### src/rtl/load_store_unit.sv
// load_store_unit: multi-cycle RV32I load/store unit between the ALU result
// path and a variable-latency data memory.
// Optional feature: define LSU_MISALIGN_TRAP_EN to trap misaligned half/word
// accesses instead of silently aligning them.
module load_store_unit #(
    parameter int TIMEOUT_CYCLES = 16
) (
    input  logic        clk,
    input  logic        rst,
    input  logic        ls_valid,
    input  logic        ls_write,
    input  logic [2:0]  funct3,
    input  logic [31:0] addr,
    input  logic [31:0] wdata,
    output logic        ls_stall,
    output logic        ls_done,
    output logic        ls_err,
    output logic [31:0] rdata,
    output logic        mem_req,
    output logic        mem_we,
    output logic [3:0]  mem_be,
    output logic [31:0] mem_addr,
    output logic [31:0] mem_wdata,
    input  logic [31:0] mem_rdata,
    input  logic        mem_ack
);

    typedef enum logic [1:0] {IDLE, REQ, DONE} state_t;

    state_t      state_reg, state_next;
    logic [7:0]  cnt_reg;
    logic [2:0]  f3_reg;
    logic [1:0]  lane_reg;

    logic        legal, misalign, accept_ok;
    logic [3:0]  be_dec;
    logic [31:0] wd_dec;
    logic        ack_hit, timeout_hit;
    logic [7:0]  rd_byte [4];
    logic [7:0]  sel_byte;
    logic [15:0] sel_half;
    logic [31:0] load_ext;

    assign ls_stall = ls_valid & ~ls_done;
    assign ls_done  = (state_reg == DONE);

    // Decode width, byte enables, replicated store data and legality of the request
    always_comb begin
        be_dec   = '0;
        wd_dec   = '0;
        misalign = 1'b0;
        case (funct3[1:0])
            2'b00: begin
                be_dec = 4'b0001 << addr[1:0];
                wd_dec = {4{wdata[7:0]}};
            end
            2'b01: begin
                be_dec = addr[1] ? 4'b1100 : 4'b0011;
                wd_dec = {2{wdata[15:0]}};
            end
            2'b10: begin
                be_dec = 4'b1111;
                wd_dec = wdata;
            end
            default: begin
                be_dec = '0;
                wd_dec = '0;
            end
        endcase
        // Loads never drive meaningful write data onto the bus
        if (!ls_write) begin
            wd_dec = '0;
        end
        if (ls_write) begin
            legal = (funct3[2] == 1'b0) && (funct3[1:0] != 2'b11);
        end else begin
            legal = (funct3[1:0] != 2'b11) && (funct3 != 3'b110);
        end
`ifdef LSU_MISALIGN_TRAP_EN
        misalign = ((funct3[1:0] == 2'b01) && addr[0]) ||
                   ((funct3[1:0] == 2'b10) && (addr[1:0] != 2'b00));
`else
        misalign = 1'b0;
`endif
    end

    assign accept_ok   = legal & ~misalign;
    assign ack_hit     = (state_reg == REQ) && mem_ack;
    assign timeout_hit = (state_reg == REQ) && !mem_ack &&
                         (cnt_reg == 8'(TIMEOUT_CYCLES - 1));

    // Split the returned word into byte lanes for extraction
    generate
        for (genvar gi = 0; gi < 4; gi++) begin : g_lane
            assign rd_byte[gi] = mem_rdata[8*gi +: 8];
        end
    endgenerate

    // Select and extend the addressed lane according to the latched load type
    always_comb begin
        sel_byte = rd_byte[lane_reg];
        sel_half = lane_reg[1] ? mem_rdata[31:16] : mem_rdata[15:0];
        case (f3_reg)
            3'b000:  load_ext = {{24{sel_byte[7]}}, sel_byte};
            3'b001:  load_ext = {{16{sel_half[15]}}, sel_half};
            3'b100:  load_ext = {24'd0, sel_byte};
            3'b101:  load_ext = {16'd0, sel_half};
            default: load_ext = mem_rdata;
        endcase
    end

    // State register
    always_ff @(posedge clk or negedge rst) begin
        if (!rst) begin
            state_reg <= IDLE;
        end else begin
            state_reg <= state_next;
        end
    end

    // Next-state logic: errors detected at decode skip the memory phase
    always_comb begin
        state_next = state_reg;
        case (state_reg)
            IDLE: begin
                if (ls_valid) begin
                    state_next = accept_ok ? REQ : DONE;
                end
            end
            REQ: begin
                if (ack_hit || timeout_hit) begin
                    state_next = DONE;
                end
            end
            DONE:    state_next = IDLE;
            default: state_next = IDLE;
        endcase
    end

    // Memory bus, timeout counter, error flag and load result registers
    always_ff @(posedge clk or negedge rst) begin
        if (!rst) begin
            cnt_reg   <= '0;
            f3_reg    <= '0;
            lane_reg  <= '0;
            mem_req   <= 1'b0;
            mem_we    <= 1'b0;
            mem_be    <= '0;
            mem_addr  <= '0;
            mem_wdata <= '0;
            ls_err    <= 1'b0;
            rdata     <= '0;
        end else begin
            case (state_reg)
                IDLE: begin
                    if (ls_valid) begin
                        f3_reg   <= funct3;
                        lane_reg <= addr[1:0];
                        cnt_reg  <= '0;
                        if (accept_ok) begin
                            mem_req   <= 1'b1;
                            mem_we    <= ls_write;
                            mem_be    <= be_dec;
                            mem_addr  <= {addr[31:2], 2'b00};
                            mem_wdata <= wd_dec;
                            ls_err    <= 1'b0;
                        end else begin
                            ls_err <= 1'b1;
                        end
                    end
                end
                REQ: begin
                    if (ack_hit || timeout_hit) begin
                        mem_req   <= 1'b0;
                        mem_we    <= 1'b0;
                        mem_be    <= '0;
                        mem_addr  <= '0;
                        mem_wdata <= '0;
                        ls_err    <= timeout_hit;
                        if (ack_hit && !mem_we) begin
                            rdata <= load_ext;
                        end
                    end else begin
                        cnt_reg <= cnt_reg + 8'd1;
                    end
                end
                DONE: begin
                    ls_err <= 1'b0;
                end
                default: begin
                    ls_err <= 1'b0;
                end
            endcase
        end
    end

endmodule

### config.mk
export PLATFORM = sky130hd
export DESIGN_NAME = load_store_unit
export DESIGN_NICKNAME = d
export VERILOG_FILES = /design/src/rtl/load_store_unit.sv
export SDC_FILE = /design/constraint.sdc
export NUM_CORES = 1
export LEC_CHECK = 0
export CORE_ASPECT_RATIO = 0.5
export CORE_MARGIN = 4
export CORE_UTILIZATION = 25
export DETAILED_ROUTE_END_ITERATION = 8
export PLACE_DENSITY = 0.53
export SLEW_MARGIN = 20
export SYNTH_ARGS = -nofsm -noshare
export SYNTH_HDL_FRONTEND = slang
export SYNTH_SLANG_ARGS = --single-unit
### constraint.sdc
create_clock -name clk -period 2.7 [get_ports clk]
set_clock_uncertainty 0.15 [all_clocks]
set_input_delay 0.675 -clock clk [delete_from_list [all_inputs] [get_ports clk]]
set_output_delay 0.675 -clock clk [all_outputs]
set_load 0.01 [all_outputs]
* After elaboration in Yosys (flattened, before gate mapping) *
Cells that the tools add are included.

storage, ports and cells
  bits in registers = 118
  bits of input ports = 104
  word-level logic and storage cells = 89

operators by class
  $add $sub $neg = 1
  magnitude comparators = 1
  equal/unequal tests = 14
  shift-type cells = 1
  multiplexer cells = 39
  bitwise gates (word level) = 4
  reduce and logical (&&, ||, !) cells = 18

operators with widths
  kind                 number
  $mux 32              6
  $pmux 32 s2          2
  $pmux 32 s4          1
  $pmux 32 s3          1
  $mux 8               4
  $bmux 8 s2           1
  $mux 16              1
  $mux 4               4
  $pmux 8 s2           1
  $pmux 4 s3           1
  $mux 1               9
  $add 8x1->8 const B  1
  $eq 8x4->1 const B   1
  $ne 2x2->1 const B   4
  $pmux 4 s2           1
  $eq 3x3->1 const B   2
  $logic_and 1x1->1    6
  $mux 2               3
  $pmux 1 s2           3
  $reduce_and 3->1     2
  $eq 2x1->1 const B   2
  $eq 2x2->1 const B   2
  $logic_not 2->1      2
  $pmux 2 s2           1
  other kinds (14)     17

* Depth between registers and ports, before layout *
Gate-level depths: netlist of run 1.

  depth after elaboration = 6
  gate-level depth with buffers = 8

* Worst setup path after synthesis of run 1 *
Ideal clock, no wire load.

  path type = input-to-reg
  start = input port funct3[1]
  end = register mem_addr[20]
  library setup time = 0.121 ns
  arrival time = 1.890 ns
  setup slack = 0.539 ns
  stages = 7
  path buffers = 3
  path through = buf_2 > or2_2 > nand2_1 > o221ai_2 > buf_2 > buf_6 > a22o_1

between the ends
  longest elaborated chain between the ends = 5
  elaborated cells on any way between the ends = 7

ends and longest elaborated chain
  element                                          line    RTL
  start, declared                                  12      input logic [2:0] funct3,
  $ne 3x3->1 / $ne 2x2->1 (equally long branches)  77, 75
  $logic_and 1x1->1, on equally long branches      77, 75
  $mux 1 (*)                                       74      if (ls_write) begin
  $ne 2x2->1 (no source line) (*)                  -
  $reduce_and 4->1 (no source line) (*)            -
  end signal, assigned                             164     mem_addr <= {addr[31:2], 2'b00};
  end, declared                                    22      output logic [31:0] mem_addr,

Mark *: on every way between the ends. The rest lies on a longest branch, timed or not.
A chain may end at the register's enable or synchronous reset.

* Worst setup path in the final report of run 1 *
  start = register state_reg[1]
  end = output port ls_done

between the ends
  longest elaborated chain between the ends = 1

ends and longest elaborated chain
  element                 line  RTL
  start, declared         30    state_t state_reg, state_next;
  start signal, assigned  117   state_reg <= state_next;
  $eq 2x2->1              45    assign ls_done = (state_reg == DONE);
  end, declared           16    output logic ls_done,

No other way between the ends.

==> impl_metrics.toml, run 1 <==
[critical_path]
r2r_cells = 5
cpPeakStageDelay_ns = 0.56
r2r_end = "mem_wdata[6]"
path_cells = "nor2b_1 -> clkdlybuf4s50_1"
critPathKind = "reg2out"
cp.depth = 2
cpLargestDelayFamily = "buffers and inverters"
critPathMaxFanout = 10
critPathBufInv = 1
cp-end-kind = "output pin"
rrSetupSlack_ns = 0.56
r2r-start = "cnt_reg[5]"
worstSetupStartpointType = "flop"
startpoint = "state_reg[1]"
crit_path_end = "ls_done"
crit_path_top_delay_cell = "clkdlybuf4s50_1"
cp.required_ns = 1.88
arrival_ns = 1.69

[power]
p_leak_nw = 3.61
power.density_nw_per_um2 = 1110
peakVddDrop_uv = 426

[yosys]
synth.top_cell.area_share_pct = 53.9
yosys.area_share.adder_pct = 0.233
synth.mux.area_fraction_pct = 4.44
ys_seq_area_share_pct = 53.9
synth_xor_area_share_pct = 0.163
synthCells = 512
synth_top_family_by_area = "compound AO/OA/AOI/OAI gates"
synth_compound_area_share_pct = 24.3
ys_types = 52
synthFlopType = "dfrtp_1"
async_reset_ff_share_pct = 100
synth_edf_count = 0
synth_area_per_cell_um2 = 10.5
ys_ff_latch = 116
syn-cell-area_um2 = 5380
synth-simple-area-share_pct = 13.0
synth_area_leaders = "dfrtp_1, a22o_1, a21oi_1"
synth_top_cell_by_area = "dfrtp_1"
yosysWarnings = 0

[global_route]
grt_overflow = 0
grt_start_max_net_pins = 47
grt_pass1_wl_um = 29400
grt_pass1_vias = 4968
antenna_found_initial = 0
track_usage_pct = 15.5

[clocking]
h-tree-depth = 4
cts_tree = "yes"
cts_inserted_buffers = 17
cts.path.max_buffers = 2
cts.clk_slew.worst_paths_ns = 0.06
cts_num_sinks = 116
post_cts_buffers = 0
clock_latency_ns = 0.41
cts_root_buffer = "clkbuf_16"

[sta]
period_minus_slack_ns = 2.52
tns_ns = 0
fmax_mhz = 397
setup_viol = 0
tightest_slew_ns = 0.673
hold_viol = 0
rsz0062_at_grt = "no"
hold_ws_ns = 0.0907
final_max_slew_viol_count = 0
finalCritPeriodShare_pct = 93.2
slew_headroom_pct = 54.9

[placed_design]
portBuffers = 206
dp.final_hpwl_um = 14000
place_congestion = 0.821

[finish]
area_delta_synth_final_pct = 58.1
drive_gt1_share_pct = 10.4
reg_top3 = "mem_wdata (32), rdata (32), mem_addr (30)"
num_antenna_cells = 0
final_nets = 831

[status]
outcome = "completed"

[route]
vias = 4951
drt_iter0_drc = 311
postRouteAntennaNets = 0
drt-total-wl_um = 18900
wl_per_cell_um = 18.6
dr.pass1.iters = 5
drc_errors = 0
vias_per_cell = 4.89

[floorplan]
row_count = 37
dieArea_um2 = 24100
dieHeight_um = 112
start_util_pct = 25.8
core_um2 = 20800
die_w_um = 215
pin_count = 209

[run]
cap_violations = 0

[worst_hold_path]
hold_path.class = "in2async"
report_power, final:
part	internal, mW	switching (mW)	total, mW	leakage (nW)
Sequential	2.48	0.514	3.00	1.47
Combinational	2.25	1.87	4.13	1.85
Clock	1.42	0.865	2.29	0.288
cell usage in the layout, fill, tap and decap left out, drive strengths merged, types with 2 or more instances in the layout:
cell / instances
clkdlybuf4s50: 204
dfrtp: 116
nand2: 57
a22o: 52
a21oi: 49
nor2: 36
buf: 30
o21ai: 26
clkbuf: 19
o2bb2ai: 17
mux2i: 16
nor2b: 15
a31oi: 10
nand2b: 8
nand3b: 8
o22a: 8
mux2: 7
a22oi: 7
inv: 6
nor3: 4
clkinv: 4
a21o: 3
clkinvlp: 3
or2: 2
o21bai: 2
nand3: 2
conb: 2
bufinv: 2
or3b: 2
how the worst min path moves through the flow:
stage | start | cells past startpoint | end
detailed placement | mem_wdata[15] | 1 | mem_wdata[15]
CTS | rst | 1 | cnt_reg[6]
global route | rst | 1 | cnt_reg[6]
floorplan | rst | 0 | cnt_reg[0]
finish | rst | 1 | cnt_reg[6]
global placement | mem_wdata[23] | 1 | mem_wdata[23]
routing by layer:
| metal | GRT usage, % | share of wire [%] |
|---|---|---|
| met4 | 4.25 | 1.3 |
| met3 | 3.63 | 4.9 |
| met5 | 0 | 0 |
| met1 | 20.2 | 45 |
| met2 | 26.0 | 49 |
logic make-up (layout without fill, tap and decap cells):
| family | count (synthesis) | in the layout |
|---|---|---|
| and+or+nand+nor | 143 | 143 |
| DFF | 116 | 116 |
| adders and majority gates | 1 | 1 |
| other | 1 | 2 |
| muxes | 23 | 23 |
| AOI/OAI and AO/OA | 184 | 184 |
| buffers and inverters | 43 | 269 |
| xor gates and xnor gates | 1 | 1 |
what timing repair did:
action | in CTS | in global routing
hold buffers | 0 | 0
endpoints found under the setup margin | 0 | 1
gates resized for setup | 0 | 1
cell usage after synthesis, types with 2 or more instances:
master / count
o22a_1: 8
nand3b_1: 8
inv_1: 2
a22oi_1: 7
mux2_2: 7
a21o_1: 3
a31oi_1: 10
nor3_1: 3
a21oi_1: 48
o2bb2ai_1: 17
mux2i_1: 16
nor2b_1: 15
a22o_1: 52
clkbuf_1: 16
dfrtp_1: 116
o21bai_1: 2
buf_2: 15
buf_6: 2
nand2_1: 57
buf_1: 5
o21ai_0: 26
nand2b_1: 8
buf_4: 3
nand3_1: 2
nor2_1: 36
or2_2: 2
per-stage QoR:
step	utilization [%]	power [mW]	instance area (um^2)	setup WS, ns	instances
2_1_floorplan	-	4.89	5390	0.539	513
3_3_place_gp	37.9	7.16	7900	0.0382	980
3_5_place_dp	37.9	7.19	7900	0.0524	980
4_1_cts	40.8	9.54	8500	0.0524	1012
5_1_grt	40.8	10.0	8510	0.0788	1012
6_report	40.8	9.41	8510	0.184	1012
cell type report:
| class | instances | area (um^2) |
|---|---|---|
| fillers | 2058 | 12300 |
| flip-flops and latches | 116 | 2900 |
| repair buffers | 235 | 2370 |
| multi-input cells | 354 | 2290 |
| clock buffers | 19 | 453 |
| well taps | 273 | 342 |
| clock inverters | 13 | 148 |
| inverters | 2 | 7.51 |
Power figures use the tool's default switching activity.
==> run 2, diff against run 1 <==
clock period = 3.25 ns   (was 2.7 ns; I/O delays follow)
==> run 2 against run 1 <==
Non-clock buffer count is 11 lower. Critical path type is now in2out. Clock power shrank 16%. Sequential power is 17% lower. Critical endpoint is now ls_stall. Cell count is 1.2% lower.
==> impl_metrics.toml, run 2 (same netlist as run 1, synthesis figures left out) <==
[floorplan]
die_w_um = 215
pin_count = 209
dieHeight_um = 112
core_um2 = 20800
row_count = 37
dieArea_um2 = 24100
start_util_pct = 25.8

[clocking]
cts_root_buffer = "clkbuf_16"
cts_hold_buf = 0
cts_tree = "yes"
cts_num_sinks = 116
h-tree-depth = 4
clock_latency_ns = 0.41
cts.clk_slew.worst_paths_ns = 0.06
cts.path.max_buffers = 2
cts_resized = 0
post_cts_buffers = 0
cts_inserted_buffers = 17

[critical_path]
r2r_end = "rdata[2]"
cp.required_ns = 2.29
path_cells = "clkdlybuf4s50_1 -> nor2b_1 -> clkdlybuf4s50_1"
r2r-start = "f3_reg[0]"
critPathMaxFanout = 2
arrival_ns = 1.95
cpPeakStageDelay_ns = 0.54
crit_path_end = "ls_stall"
cp-end-kind = "output pin"
critPathKind = "in2out"
r2r_cells = 4
rrSetupSlack_ns = 1.06
crit_path_top_delay_cell = "clkdlybuf4s50_1"
crit_top_cell = "clkdlybuf4s50_1"
startpoint = "ls_valid"
worstSetupStartpointType = "input pin"

[placed_design]
dp.cells = 969
placed_cell_area_um2 = 7760
place_congestion = 0.821
dp.final_hpwl_um = 13300
portBuffers = 206

[finish]
area_delta_synth_final_pct = 55.2
final_cell_mix = "clkdlybuf4s50_1, dfrtp_1, nand2_1"
final_common_cell = "clkdlybuf4s50_1"
drive_gt1_share_pct = 8.53
final_nets = 820
postLayoutCellArea_um2 = 8350
fin_cells = 1000
num_antenna_cells = 0
final_util_pct = 40.1
reg_top3 = "mem_wdata (32), rdata (32), mem_addr (30)"

[power]
power.density_nw_per_um2 = 922
p_leak_nw = 3.52
peakVddDrop_uv = 365
p_total_mw = 7.70

[global_route]
grt_pass1_wl_um = 29300
use_met1_pct = 20.4
grt_overflow = 0
grt_start_max_net_pins = 69
antenna_found_initial = 0
met3_usage_pct = 3.35
grt.busiest_layer = "met2"
grt_pass1_vias = 5053
track_usage_pct = 15.4
met2_usage_pct = 25.1

[status]
outcome = "completed"

[sta]
period_minus_slack_ns = 2.91
final_max_slew_viol_count = 0
tightest_slew_ns = 0.969
slew_headroom_pct = 35.3
rsz0062_at_grt = "no"
finalCritPeriodShare_pct = 89.5
hold_viol = 0
fmax_mhz = 344
setup_viol = 0
tns_ns = 0

[route]
drt_iter0_drc = 297
drt-total-wl_um = 18500
postRouteAntennaNets = 0
dr.pass1.iters = 5
vias_per_cell = 4.75
drc_errors = 0
vias = 4754
wl_per_cell_um = 18.5

[run]
cap_violations = 0

[worst_hold_path]
hold_path.class = "in2async"
[run 2: changes by cell type in the layout (fill, tap and decap cells not counted), sizes merged]
cell           previous run  this run
buf                      30        19
bufinv                    2         3
clkbuf                   19        22
clkdlybuf4s50           204       205
clkinvlp                  3         2
dlymetal6s2s              1         0
inv                       6         2
[run 2: metrics by stage]
step,setup slack [ns],hold WS [ns]
after floorplan,0.952,0.325
after global placement,0.306,0.323
after detailed placement,0.236,0.321
after CTS,0.333,0.235
after global routing,0.301,0.253
final,0.341,0.233
[run 2: how the worst min path moves through the flow]
stage                  startpoint             to  slack [ns]
floorplan             lane_reg[0]    lane_reg[0]        0.33
global placement    mem_wdata[20]  mem_wdata[20]        0.32
detailed placement        mem_req        mem_req        0.32
CTS                           rst         ls_err        0.24
global route                  rst         ls_err        0.25
finish                        rst         ls_err        0.23
[run 2: cell type report]
class / count / area (um^2)
flip-flops and latches: 116 / 2900
inverters: 2 / 7.51
clock buffers: 22 / 464
well taps: 273 / 342
multi-input cells: 354 / 2290
clock inverters: 9 / 129
fillers: 2047 / 12500
repair buffers: 224 / 2220
[run 2: layer usage]
| metal | vias to the layer above | routed length (um) |
|---|---|---|
| li1 | 2277 | - |
| met1 | 2341 | 8530 |
| met2 | 117 | 8980 |
| met3 | 19 | 707 |
| met4 | 0 | 306 |
| met5 | - | 0 |
[run 2: where the power goes]
group / leakage [nW] / total [mW] / switching [mW] / internal (mW)
sequential: 1.47 / 2.49 / 0.430 / 2.06
combinational: 1.77 / 3.29 / 1.51 / 1.78
clock: 0.286 / 1.92 / 0.679 / 1.24
[run 2: critical path, delay by kind of cell]
kind | cells | cell delay (ns)
simple gates | 1 | 0.12
buf+inv | 2 | 1.01
